[config.mk]
export PLATFORM = sky130hd
export DESIGN_NAME = npc_unit_flat
export DESIGN_NICKNAME = d
export VERILOG_FILES = /design/src/rtl/npc_unit_if.sv /design/src/rtl/npc_unit.sv /design/src/flat_wrapper.sv
export SDC_FILE = /design/constraint.sdc
export NUM_CORES = 1
export LEC_CHECK = 0
export ABC_CLOCK_PERIOD_IN_PS = 3720
export CORE_MARGIN = 1
export CORE_UTILIZATION = 45
export DETAILED_ROUTE_END_ITERATION = 8
export HOLD_SLACK_MARGIN = 0.02
export PLACE_DENSITY_LB_ADDON = 0.25
export REMOVE_ABC_BUFFERS = 1
export SYNTH_ARGS = -nofsm -noshare
export SYNTH_HDL_FRONTEND = slang
export SYNTH_SLANG_ARGS = --single-unit
[constraint.sdc]
create_clock -name clk -period 3.72 [get_ports clk]
set_input_delay 0.558 -clock clk [delete_from_list [all_inputs] [get_ports clk]]
set_output_delay 0.558 -clock clk [all_outputs]
set_load 0.05 [all_outputs]
[src/rtl/npc_unit_if.sv]
// Purpose : bundles the ID-stage redirect request and the fetch-PC/RAS status of npc_unit.
// Latency : wires only; no storage.
// Backpress: stall travels on this bundle and freezes the consumer; there is no ready path back.
// Ports (slave = npc_unit view):
//   in : stall, exc_req, id_pc4, id_imm16, id_imm26, br_taken, jmp, link, jr, jr_ret, jr_target
//   out: pc, pc4, ras_top, ras_valid, jr_misalign, ras_miss_cnt
interface npc_unit_if #(
  parameter int AW    = 32,
  parameter int CNT_W = 16
);
  logic             stall;
  logic             exc_req;
  logic [AW-1:0]    id_pc4;
  logic [15:0]      id_imm16;
  logic [25:0]      id_imm26;
  logic             br_taken;
  logic             jmp;
  logic             link;
  logic             jr;
  logic             jr_ret;
  logic [AW-1:0]    jr_target;

  logic [AW-1:0]    pc;
  logic [AW-1:0]    pc4;
  logic [AW-1:0]    ras_top;
  logic             ras_valid;
  logic             jr_misalign;
  logic [CNT_W-1:0] ras_miss_cnt;

  // Pipeline/ID side: drives the redirect request, observes fetch state.
  modport master (
    output stall, exc_req, id_pc4, id_imm16, id_imm26, br_taken, jmp, link, jr, jr_ret, jr_target,
    input  pc, pc4, ras_top, ras_valid, jr_misalign, ras_miss_cnt
  );

  // npc_unit side.
  modport slave (
    input  stall, exc_req, id_pc4, id_imm16, id_imm26, br_taken, jmp, link, jr, jr_ret, jr_target,
    output pc, pc4, ras_top, ras_valid, jr_misalign, ras_miss_cnt
  );
endinterface

[src/rtl/npc_unit.sv]
// Purpose : fetch PC register + next-PC select (exception/JR/J/branch/PC+4) with a circular return-address stack.
// Latency : a redirect presented in cycle N appears on pc in cycle N+1; pc4/ras_top/ras_valid are combinational from state.
// Backpress: stall holds pc and freezes RAS/misalign/mispredict state; exc_req overrides stall.
// Ports: clk, reset_n (async, active-low); npc (npc_unit_if.slave) carries all ID inputs and PC/RAS outputs.
module npc_unit #(
  parameter int          AW         = 32,
  parameter logic [31:0] RESET_PC   = 32'h0000_3000,
  parameter logic [31:0] EXC_VECTOR = 32'h0000_4180,
  parameter int          RAS_DEPTH  = 4,
  parameter int          CNT_W      = 16
) (
  input  logic       clk,
  input  logic       reset_n,
  npc_unit_if.slave  npc
);

  localparam int PW = $clog2(RAS_DEPTH);
  localparam int OW = $clog2(RAS_DEPTH + 1);
  localparam logic [AW-1:0] RESET_PC_W = AW'(RESET_PC);
  localparam logic [AW-1:0] EXC_VEC_W  = AW'(EXC_VECTOR);
  localparam logic [OW-1:0] OCC_FULL   = OW'(RAS_DEPTH);

  logic [AW-1:0]    pc_q;
  logic [AW-1:0]    pc_nxt;
  logic [AW-1:0]    pc4_w;
  logic [AW-1:0]    br_tgt;
  logic [AW-1:0]    j_tgt;
  logic [AW-1:0]    jr_tgt;
  logic [AW-29:0]   seg_hi;

  logic [AW-1:0]    ras_mem [RAS_DEPTH];
  logic [PW-1:0]    ras_ptr;
  logic [PW-1:0]    top_idx;
  logic [OW-1:0]    ras_occ;
  logic             ras_valid_w;
  logic [AW-1:0]    ras_top_w;

  logic             misalign_q;
  logic [CNT_W-1:0] miss_q;

  logic             accept;
  logic             do_push;
  logic             do_pop;

  assign pc4_w  = pc_q + AW'(4);
  assign br_tgt = npc.id_pc4 + {{(AW-18){npc.id_imm16[15]}}, npc.id_imm16, 2'b00};
  assign jr_tgt = {npc.jr_target[AW-1:2], 2'b00};

  // Region bits come from the delay-slot PC (id_pc4 - 4). Subtracting 4 only
  // borrows into bit 28 when bits [27:2] of id_pc4 are all zero.
  assign seg_hi = npc.id_pc4[AW-1:28] - {{(AW-29){1'b0}}, (npc.id_pc4[27:2] == '0)};
  assign j_tgt  = {seg_hi, npc.id_imm26, 2'b00};

  assign accept  = ~npc.stall & ~npc.exc_req;
  // jr takes the PC when both jr and jmp are set, so the JAL push is dropped.
  assign do_push = accept & npc.jmp & npc.link & ~npc.jr;
  assign do_pop  = accept & npc.jr & npc.jr_ret;

  assign ras_valid_w = (ras_occ != '0);
  assign top_idx     = ras_ptr - PW'(1);
  assign ras_top_w   = ras_valid_w ? ras_mem[top_idx] : '0;

  always_comb begin
    pc_nxt = pc4_w;
    if (npc.exc_req)     pc_nxt = EXC_VEC_W;
    else if (npc.stall)  pc_nxt = pc_q;
    else if (npc.jr)     pc_nxt = jr_tgt;
    else if (npc.jmp)    pc_nxt = j_tgt;
    else if (npc.br_taken) pc_nxt = br_tgt;
  end

  always_ff @(posedge clk or negedge reset_n) begin
    if (!reset_n) begin
      pc_q       <= RESET_PC_W;
      ras_ptr    <= '0;
      ras_occ    <= '0;
      misalign_q <= 1'b0;
      miss_q     <= '0;
    end else begin
      pc_q <= pc_nxt;

      if (accept && npc.jr) begin
        misalign_q <= (npc.jr_target[1:0] != 2'b00);
      end

      if (do_push) begin
        ras_ptr <= ras_ptr + PW'(1);
        // Once full, the pointer keeps wrapping and overwrites the oldest slot.
        if (ras_occ != OCC_FULL) ras_occ <= ras_occ + OW'(1);
      end else if (do_pop) begin
        if (ras_valid_w) begin
          ras_ptr <= top_idx;
          ras_occ <= ras_occ - OW'(1);
          if ((ras_top_w != jr_tgt) && (miss_q != '1)) miss_q <= miss_q + CNT_W'(1);
        end else if (miss_q != '1) begin
          // Return with nothing predicted is a mispredict too.
          miss_q <= miss_q + CNT_W'(1);
        end
      end
    end
  end

  // Contents are only meaningful below the occupancy count, so no reset here.
  always_ff @(posedge clk) begin
    if (do_push) ras_mem[ras_ptr] <= npc.id_pc4 + AW'(4);
  end

  assign npc.pc           = pc_q;
  assign npc.pc4          = pc4_w;
  assign npc.ras_top      = ras_top_w;
  assign npc.ras_valid    = ras_valid_w;
  assign npc.jr_misalign  = misalign_q;
  assign npc.ras_miss_cnt = miss_q;

endmodule

[src/flat_wrapper.sv]
// flat-port wrapper written by rule: the top's interface ports become plain ports
module npc_unit_flat 
#(
  parameter int          AW         = 32,
  parameter logic [31:0] RESET_PC   = 32'h0000_3000,
  parameter logic [31:0] EXC_VECTOR = 32'h0000_4180,
  parameter int          RAS_DEPTH  = 4,
  parameter int          CNT_W      = 16
)
  (clk, reset_n, npc_stall, npc_exc_req, npc_id_pc4, npc_id_imm16, npc_id_imm26, npc_br_taken, npc_jmp, npc_link, npc_jr, npc_jr_ret, npc_jr_target, npc_pc, npc_pc4, npc_ras_top, npc_ras_valid, npc_jr_misalign, npc_ras_miss_cnt);
  npc_unit_if #(.AW(AW), .CNT_W(CNT_W)) npc_i ();
  input  logic clk;
  input  logic reset_n;
  input wire logic [$bits(npc_i.stall)-1:0] npc_stall;
  input wire logic [$bits(npc_i.exc_req)-1:0] npc_exc_req;
  input wire logic [$bits(npc_i.id_pc4)-1:0] npc_id_pc4;
  input wire logic [$bits(npc_i.id_imm16)-1:0] npc_id_imm16;
  input wire logic [$bits(npc_i.id_imm26)-1:0] npc_id_imm26;
  input wire logic [$bits(npc_i.br_taken)-1:0] npc_br_taken;
  input wire logic [$bits(npc_i.jmp)-1:0] npc_jmp;
  input wire logic [$bits(npc_i.link)-1:0] npc_link;
  input wire logic [$bits(npc_i.jr)-1:0] npc_jr;
  input wire logic [$bits(npc_i.jr_ret)-1:0] npc_jr_ret;
  input wire logic [$bits(npc_i.jr_target)-1:0] npc_jr_target;
  output wire logic [$bits(npc_i.pc)-1:0] npc_pc;
  output wire logic [$bits(npc_i.pc4)-1:0] npc_pc4;
  output wire logic [$bits(npc_i.ras_top)-1:0] npc_ras_top;
  output wire logic [$bits(npc_i.ras_valid)-1:0] npc_ras_valid;
  output wire logic [$bits(npc_i.jr_misalign)-1:0] npc_jr_misalign;
  output wire logic [$bits(npc_i.ras_miss_cnt)-1:0] npc_ras_miss_cnt;
  assign npc_i.stall = npc_stall;
  assign npc_i.exc_req = npc_exc_req;
  assign npc_i.id_pc4 = npc_id_pc4;
  assign npc_i.id_imm16 = npc_id_imm16;
  assign npc_i.id_imm26 = npc_id_imm26;
  assign npc_i.br_taken = npc_br_taken;
  assign npc_i.jmp = npc_jmp;
  assign npc_i.link = npc_link;
  assign npc_i.jr = npc_jr;
  assign npc_i.jr_ret = npc_jr_ret;
  assign npc_i.jr_target = npc_jr_target;
  assign npc_pc = npc_i.pc;
  assign npc_pc4 = npc_i.pc4;
  assign npc_ras_top = npc_i.ras_top;
  assign npc_ras_valid = npc_i.ras_valid;
  assign npc_jr_misalign = npc_i.jr_misalign;
  assign npc_ras_miss_cnt = npc_i.ras_miss_cnt;
  npc_unit #(.AW(AW), .RESET_PC(RESET_PC), .EXC_VECTOR(EXC_VECTOR), .RAS_DEPTH(RAS_DEPTH), .CNT_W(CNT_W)) u_core (.clk(clk), .reset_n(reset_n), .npc(npc_i));
endmodule
==> results of run 1 <==
what timing repair did:
item | 4_1_cts | 5_1_grt
pin swaps | 0 | 1
gates cloned | 0 | 1
setup endpoints to repair | 3 | 20
gates resized for setup | 3 | 19
hold buffers | 0 | 0
path summary, 6_finish.rpt:
| path | depth (start not counted) | to | start |
|---|---|---|---|
| setup / recovery | 13 | u_core.npc.ras_miss_cnt[1] | u_core.ras_ptr[1] |
| hold / removal | 1 | u_core.npc.ras_miss_cnt[5] | reset_n |
| setup reg to reg | 13 | u_core.npc.ras_miss_cnt[1] | u_core.ras_ptr[1] |
| hold reg to reg | 1 | u_core.npc.ras_miss_cnt[11] | u_core.npc.ras_miss_cnt[11] |
| max in group asynchronous | 2 | u_core.npc.pc[13] | reset_n |
| min in group clk | 1 | u_core.npc.ras_miss_cnt[11] | u_core.npc.ras_miss_cnt[11] |
through the flow:
step / setup slack, ns / utilization, % / cells
2_1_floorplan: -2.45 / - / 1078
3_3_place_gp: 0.0302 / 58.9 / 1706
3_5_place_dp: -0.0603 / 58.9 / 1706
4_1_cts: 0.0397 / 61.3 / 1738
5_1_grt: -0.0153 / 61.7 / 1739
6_report: 0.147 / 61.7 / 1739
synthesized netlist by cell type (30+ instances only):
cell type  number  area share [%]
edfxtp_1      128              33
nor2_1         89             2.9
nand2_1        88             2.9
a21oi_1        59             2.6
xnor2_1        57             4.3
mux2i_1        54             4.7
dfrtp_1        52              11
o21ai_0        42             1.8
nand3_1        40             1.7
ha_1           39             4.2
inv_1          39             1.3
xor2_1         36             2.7
clkbuf_1       31             1.0
and2_1         30             1.6
metal layers:
metal | vias up | track usage [%] | part of all wire (%) | wire [um]
li1 | 4796 | - | - | -
met5 | - | 0 | 0 | 0
met2 | 634 | 48.7 | 45 | 18800
met1 | 5136 | 43.1 | 42 | 17400
met4 | 0 | 14.9 | 4.5 | 1880
met3 | 102 | 4.67 | 8.5 | 3540
cells in the final DEF, fill, tap and decap left out, drive strengths merged, types with 6 or more instances in the layout:
cell type	synthesis	final
xor2	36	36
xnor2	57	57
dfrtp	52	52
ha	39	39
o21a	11	11
and3	23	23
clkdlybuf4s50	0	183
clkinv	2	8
buf	19	106
a21oi	59	59
a31oi	7	7
a22oi	14	14
dlymetal6s2s	0	6
o21ai	44	44
o211ai	10	10
mux2	12	12
nor2	89	89
o22ai	15	15
mux4	10	10
and2	30	30
a211oi	21	21
clkbuf	31	19
nand2b	16	16
and4	8	8
nand4	22	22
o221ai	7	7
a221oi	8	8
nor4	18	18
nor3	23	23
a21o	11	11
nor2b	6	6
inv	40	46
mux2i	54	54
nand2	88	88
nand3	40	40
edfxtp	128	128
critical path, cell delays in order (launching register included):
cell     delay, ns
dfrtp_1       0.43
inv_1         0.11
ha_4          0.34
buf_12        0.20
mux4_2        0.31
nand2_1       0.16
xnor2_1       0.14
nor4_1        0.34
nand4_1       0.14
or4_1         0.47
nor3b_4       0.25
buf_12        0.17
nor2_1        0.07
mux2_2        0.31
cell type report:
| type | count | area share, % |
|---|---|---|
| repair buffers | 299 | 20.1 |
| well taps | 330 | 2.66 |
| flip-flops and latches | 182 | 33.5 |
| multi-input cells | 854 | 38.7 |
| clock inverters | 14 | 1.18 |
| clock buffers | 18 | 2.77 |
| inverters | 42 | 1.02 |
kinds of logic (layout without fill, tap and decap cells):
| logic type | Yosys count | in the layout |
|---|---|---|
| muxes | 76 | 76 |
| adders and majority gates | 41 | 41 |
| AOI/OAI and AO/OA | 261 | 261 |
| buffers and inverters | 92 | 373 |
| and+or+nand+nor | 383 | 383 |
| xor gates and xnor gates | 93 | 93 |
| DFF | 182 | 182 |
sequential cells by signal (all words and copies together) (netlist names):
register / count
u_core.ras_mem: 128
u_core.npc.pc: 32
u_core.npc.ras_miss_cnt: 16
u_core.ras_occ: 3
u_core.ras_ptr: 2
u_core.npc.jr_misalign: 1
power by group through the flow:
stage,sequential (mW),combinational [mW],clock (mW)
after global placement,2.42,5.66,0
after floorplan,2.63,3.07,0
final,2.39,5.89,1.88
after CTS,2.39,5.70,1.89
after detailed placement,2.43,5.68,0
after global routing,2.41,6.15,1.98
==> run summary, run 1 <==
CTS tree: built
Largest net degree at the start of global routing: 51
Root Driver: clkbuf_16
PortBufs: 228
Violated checks: DRC
N_diodes: 0
Footprint of the multi-input gates: 6000 um2
Int Pwr: 5.70 mW
HPWL after detailed placement: 31,900 um
Die area: 26,200 um2
Compound-Gate Fraction of Synth Area: 15.3%
Clk pwr share: 18.5%
Syn Std Cell Area: 11,500 um2
Pleak: 6.18 nW
Combinational share of power: 58.0%
Syn. warnings: 0
Final instance area: 15,500 um2
Clk buf depth: 2
Routed Wire Length: 41,600 um
Peak VDD IR: 0.558 mV
Num CTS Buffers: 17
Sw Ratio: 43.9%
Initial antenna violation count: 0
GRT Residual Overflow: 0
Setup bufs post-CTS: 0
Sink Count: 182
Status: complete, but fails checks
Initial Utilization: 45.8%
DR vias: 10,700
Syn-to-layout area delta: 34.6%
Hold_ws: 0.242 ns
Sequential-to-total area share from yosys stat: 45.1%
Final Skew: 0.0176 ns
Core footprint: 25,100 um2
Pre-antenna DRT Iters: 7
EDFF count, synth: 128
Gpl congestion: 0.918
Critical path required time: 4.05 ns
Slew Limit Headroom: 32.1%
Pwr Total: 10.2 mW
Post-DR vias/cell: 6.13
Fin. Hold Viols: 0
Async set or reset register ratio after synthesis: 29.7%
First-pass GRT wire length: 60,700 um
H-tree depth: 4
Synth Area in Adders: 4.59%
Fillcell total: 2,134
Syn Inst Count: 1,128
Initial DRC count: 1,212
HP Class: in2async
Maximum fanout along the worst path: 21
Max Clk Rate: 280 MHz
Fin nets: 1,552
Reg area: 5200 um2
Clk_lat worst skew: 0.44 ns
Die height: 162 um
Switching pwr: 4.47 mW
Average wire per standard cell: 23.9 um
Final worst path period share: 96.0%
Reg power frac: 23.5%
Cell Pwr Density: 656 nW/um2
Synth Register Bits: 182
Max-Cap Viols: 0
Number of max-slew violations in the final report: 0
Die W: 162 um
Slew @ Worst Pin: 1.01 ns
Yosys cell types: 70
Post-synth top flop: edfxtp_1
R2r setup slk: 0.15 ns
Final ANT Viol Nets: 0
Post-synthesis simple-gate area fraction: 16.7%
Layout cells sized above 1: 12.8%
DP Area: 14,800 um2
Final setup vio count: 0
CTS clk-pin slew, worst paths: 0.08 ns
Avg Cell Area, Syn: 10.2 um2
Tot GR Track Use: 31.4%
Worst Setup Path Type: reg2reg
Crit path arrival time: 3.90 ns
Worst setup SP type: flop
Setup TNS: 0 ns
Synth Area in XOR/XNOR: 7.08%
Type of destination of the critical path: flop
Io pins: 229
DRC viols: 1
Crit path time final: 3.57 ns
Mux contribution to synthesized area: 7.86%
Main combinational cell family by area after synthesis: simple AND/OR/NAND/NOR gates
Rows: 58
Number of global-route vias before repair: 10,100
Power figures use the tool's default switching activity.
==> run 2, diff against run 1 <==
RECOVER_POWER = 50   (was default)
==> run 2 against run 1 <==
Against the previous run: the flow finishes with violations (DRC, capacitance limit, slew limit); clock-buffer cell count unchanged; die area unchanged; non-clock buffer count stayed put; critical path type unchanged; maximum frequency rose by 0.16%; final area down 0.20%; critical path depth unchanged; setup slack better by 0.0057 ns; cell count unchanged; hold slack improved by 0.24 ns; sequential power barely moved.
==> run summary, run 2 (synthesized netlist as in run 1, its figures left out) <==
Final ANT Viol Nets: 0
Max Clk Rate: 280 MHz
Die area: 26,200 um2
Initial antenna violation count: 0
Routed Wire Length: 41,500 um
CTS clk-pin slew, worst paths: 0.08 ns
Io pins: 229
Status: complete, but fails checks
Largest net degree at the start of global routing: 51
Cell Pwr Density: 655 nW/um2
DP Area: 14,800 um2
PortBufs: 228
First-pass GRT wire length: 60,700 um
Hold path startpoint: u_core.npc.ras_miss_cnt[11]
Syn-to-layout area delta: 34.4%
Average wire per standard cell: 23.9 um
Violated checks: DRC, capacitance limit, slew limit
GRT Residual Overflow: 0
N_diodes: 0
Pleak: 6.25 nW
HPWL after detailed placement: 31,900 um
Clk_lat worst skew: 0.44 ns
Worst Setup Path Type: reg2reg
Gpl congestion: 0.918
Critical R2R Launch: u_core.ras_ptr[1]
Commonest cells after routing, fill and taps aside: edfxtp_1, clkdlybuf4s50_1, nor2_1
CP max stage delay: 0.46 ns
Number of global-route vias before repair: 10,100
Fin nets: 1,552
CTS tree: built
Max FFs per register: 128
Hold_buf cts: 0
Most flop-heavy register: u_core.ras_mem
Final setup vio count: 0
Num CTS Buffers: 17
CP bufs+invs: 3
Root Driver: clkbuf_16
DP Worst Slack: -0.0603 ns
Fillcell total: 2,144
Clk buf depth: 2
Fin. Hold Viols: 0
Worst setup SP type: flop
Die W: 162 um
Critical path required time: 4.04 ns
Initial Utilization: 45.8%
Final instance area: 15,500 um2
Most common cell after layout, fill and taps aside: edfxtp_1
Cell Count Post-Placement: 1,706
Number of max-slew violations in the final report: 39
DRC viols: 1
Peak VDD IR: 0.559 mV
Crit path time final: 3.57 ns
Layout cells sized above 1: 12.2%
Tot GR Track Use: 31.4%
Slew @ Worst Pin: 2.21 ns
Rows: 58
H-tree depth: 4
Pre-antenna DRT Iters: 7
Max-Cap Viols: 1
Core footprint: 25,100 um2
Setup bufs post-CTS: 0
Post-DR vias/cell: 6.10
Final worst path period share: 95.9%
Worst-path cell chain: inv_1, ha_4, buf_12, mux2i_2, mux2i_1, a22oi_1, o311ai_0, nor4_1, a21oi_1, nor4bb_2, buf_4, nor3b_1, xor2_1
Sink Count: 182
DR vias: 10,600
Cell Count, Final, Fillers Out: 1,739
Final Skew: 0.0148 ns
CP startpoint: u_core.ras_ptr[1]
Cell family with most CP delay: simple AND/OR/NAND/NOR gates
Initial DRC count: 1,180
Type of destination of the critical path: flop
Slowest CP cell: nor4bb_2
Die height: 162 um
Maximum fanout along the worst path: 21
Setup WS post-layout: 0.153 ns
HP Class: reg2reg
Crit path arrival time: 3.88 ns
Pwr Total: 10.1 mW
Slew Limit Headroom: -47.3%
Final design utilization: 61.6%
run 2: path summary, 6_finish.rpt:
check	end	slack, ns	cells past startpoint
hold reg to reg	u_core.npc.ras_miss_cnt[11]	0.49	1
setup / recovery	u_core.npc.ras_miss_cnt[2]	0.15	13
min in group asynchronous	u_core.npc.ras_miss_cnt[5]	0.76	1
max in group asynchronous	u_core.npc.pc[22]	1.12	2
setup reg to reg	u_core.npc.ras_miss_cnt[2]	0.15	13
hold / removal	u_core.npc.ras_miss_cnt[11]	0.49	1
run 2: timing repair:
action	4_1_cts	5_1_grt
setup endpoints to repair	3	20
gates cloned	0	1
resized for setup	3	19
hold endpoints to repair	0	0
pin swaps	0	1
run 2: power by group:
part / total [mW] / switching (mW) / internal [mW]
clock network: 1.88 / 0.910 / 0.971
logic: 5.87 / 3.43 / 2.43
registers: 2.39 / 0.120 / 2.27
total: 10.1 / 4.46 / 5.68
run 2: final cells by class:
| class | instances | area [um2] | share of cell area (%) |
|---|---|---|---|
| inverters | 42 | 158 | 1.02 |
| well taps | 330 | 413 | 2.67 |
| clock inverters | 14 | 183 | 1.18 |
| clock buffers | 18 | 429 | 2.77 |
| multi-input cells | 854 | 6000 | 38.8 |
| repair buffers | 299 | 3090 | 20.0 |
| flip-flops and latches | 182 | 5200 | 33.6 |
run 2: per-stage QoR:
step                hold WS [ns]  TNS [ns]
floorplan                  0.262    -87.32
global placement           0.474         0
detailed placement         0.485   -0.0603
CTS                        0.267         0
global route               0.513   -0.0153
finish                     0.485         0
run 2: layer usage:
layer / vias up / track usage, % / share of wire [%]
met5: - / 0 / 0
met4: 0 / 14.9 / 4.5
met3: 97 / 4.67 / 9.4
met2: 621 / 48.7 / 45
met1: 5101 / 43.1 / 41
li1: 4793 / - / -
==> run 3, diff against run 2 <==
GPL_ROUTABILITY_DRIVEN = 1   (was default)
==> results of run 3 <==
No change in the layout: final DEF, timing and power equal those of run 2.
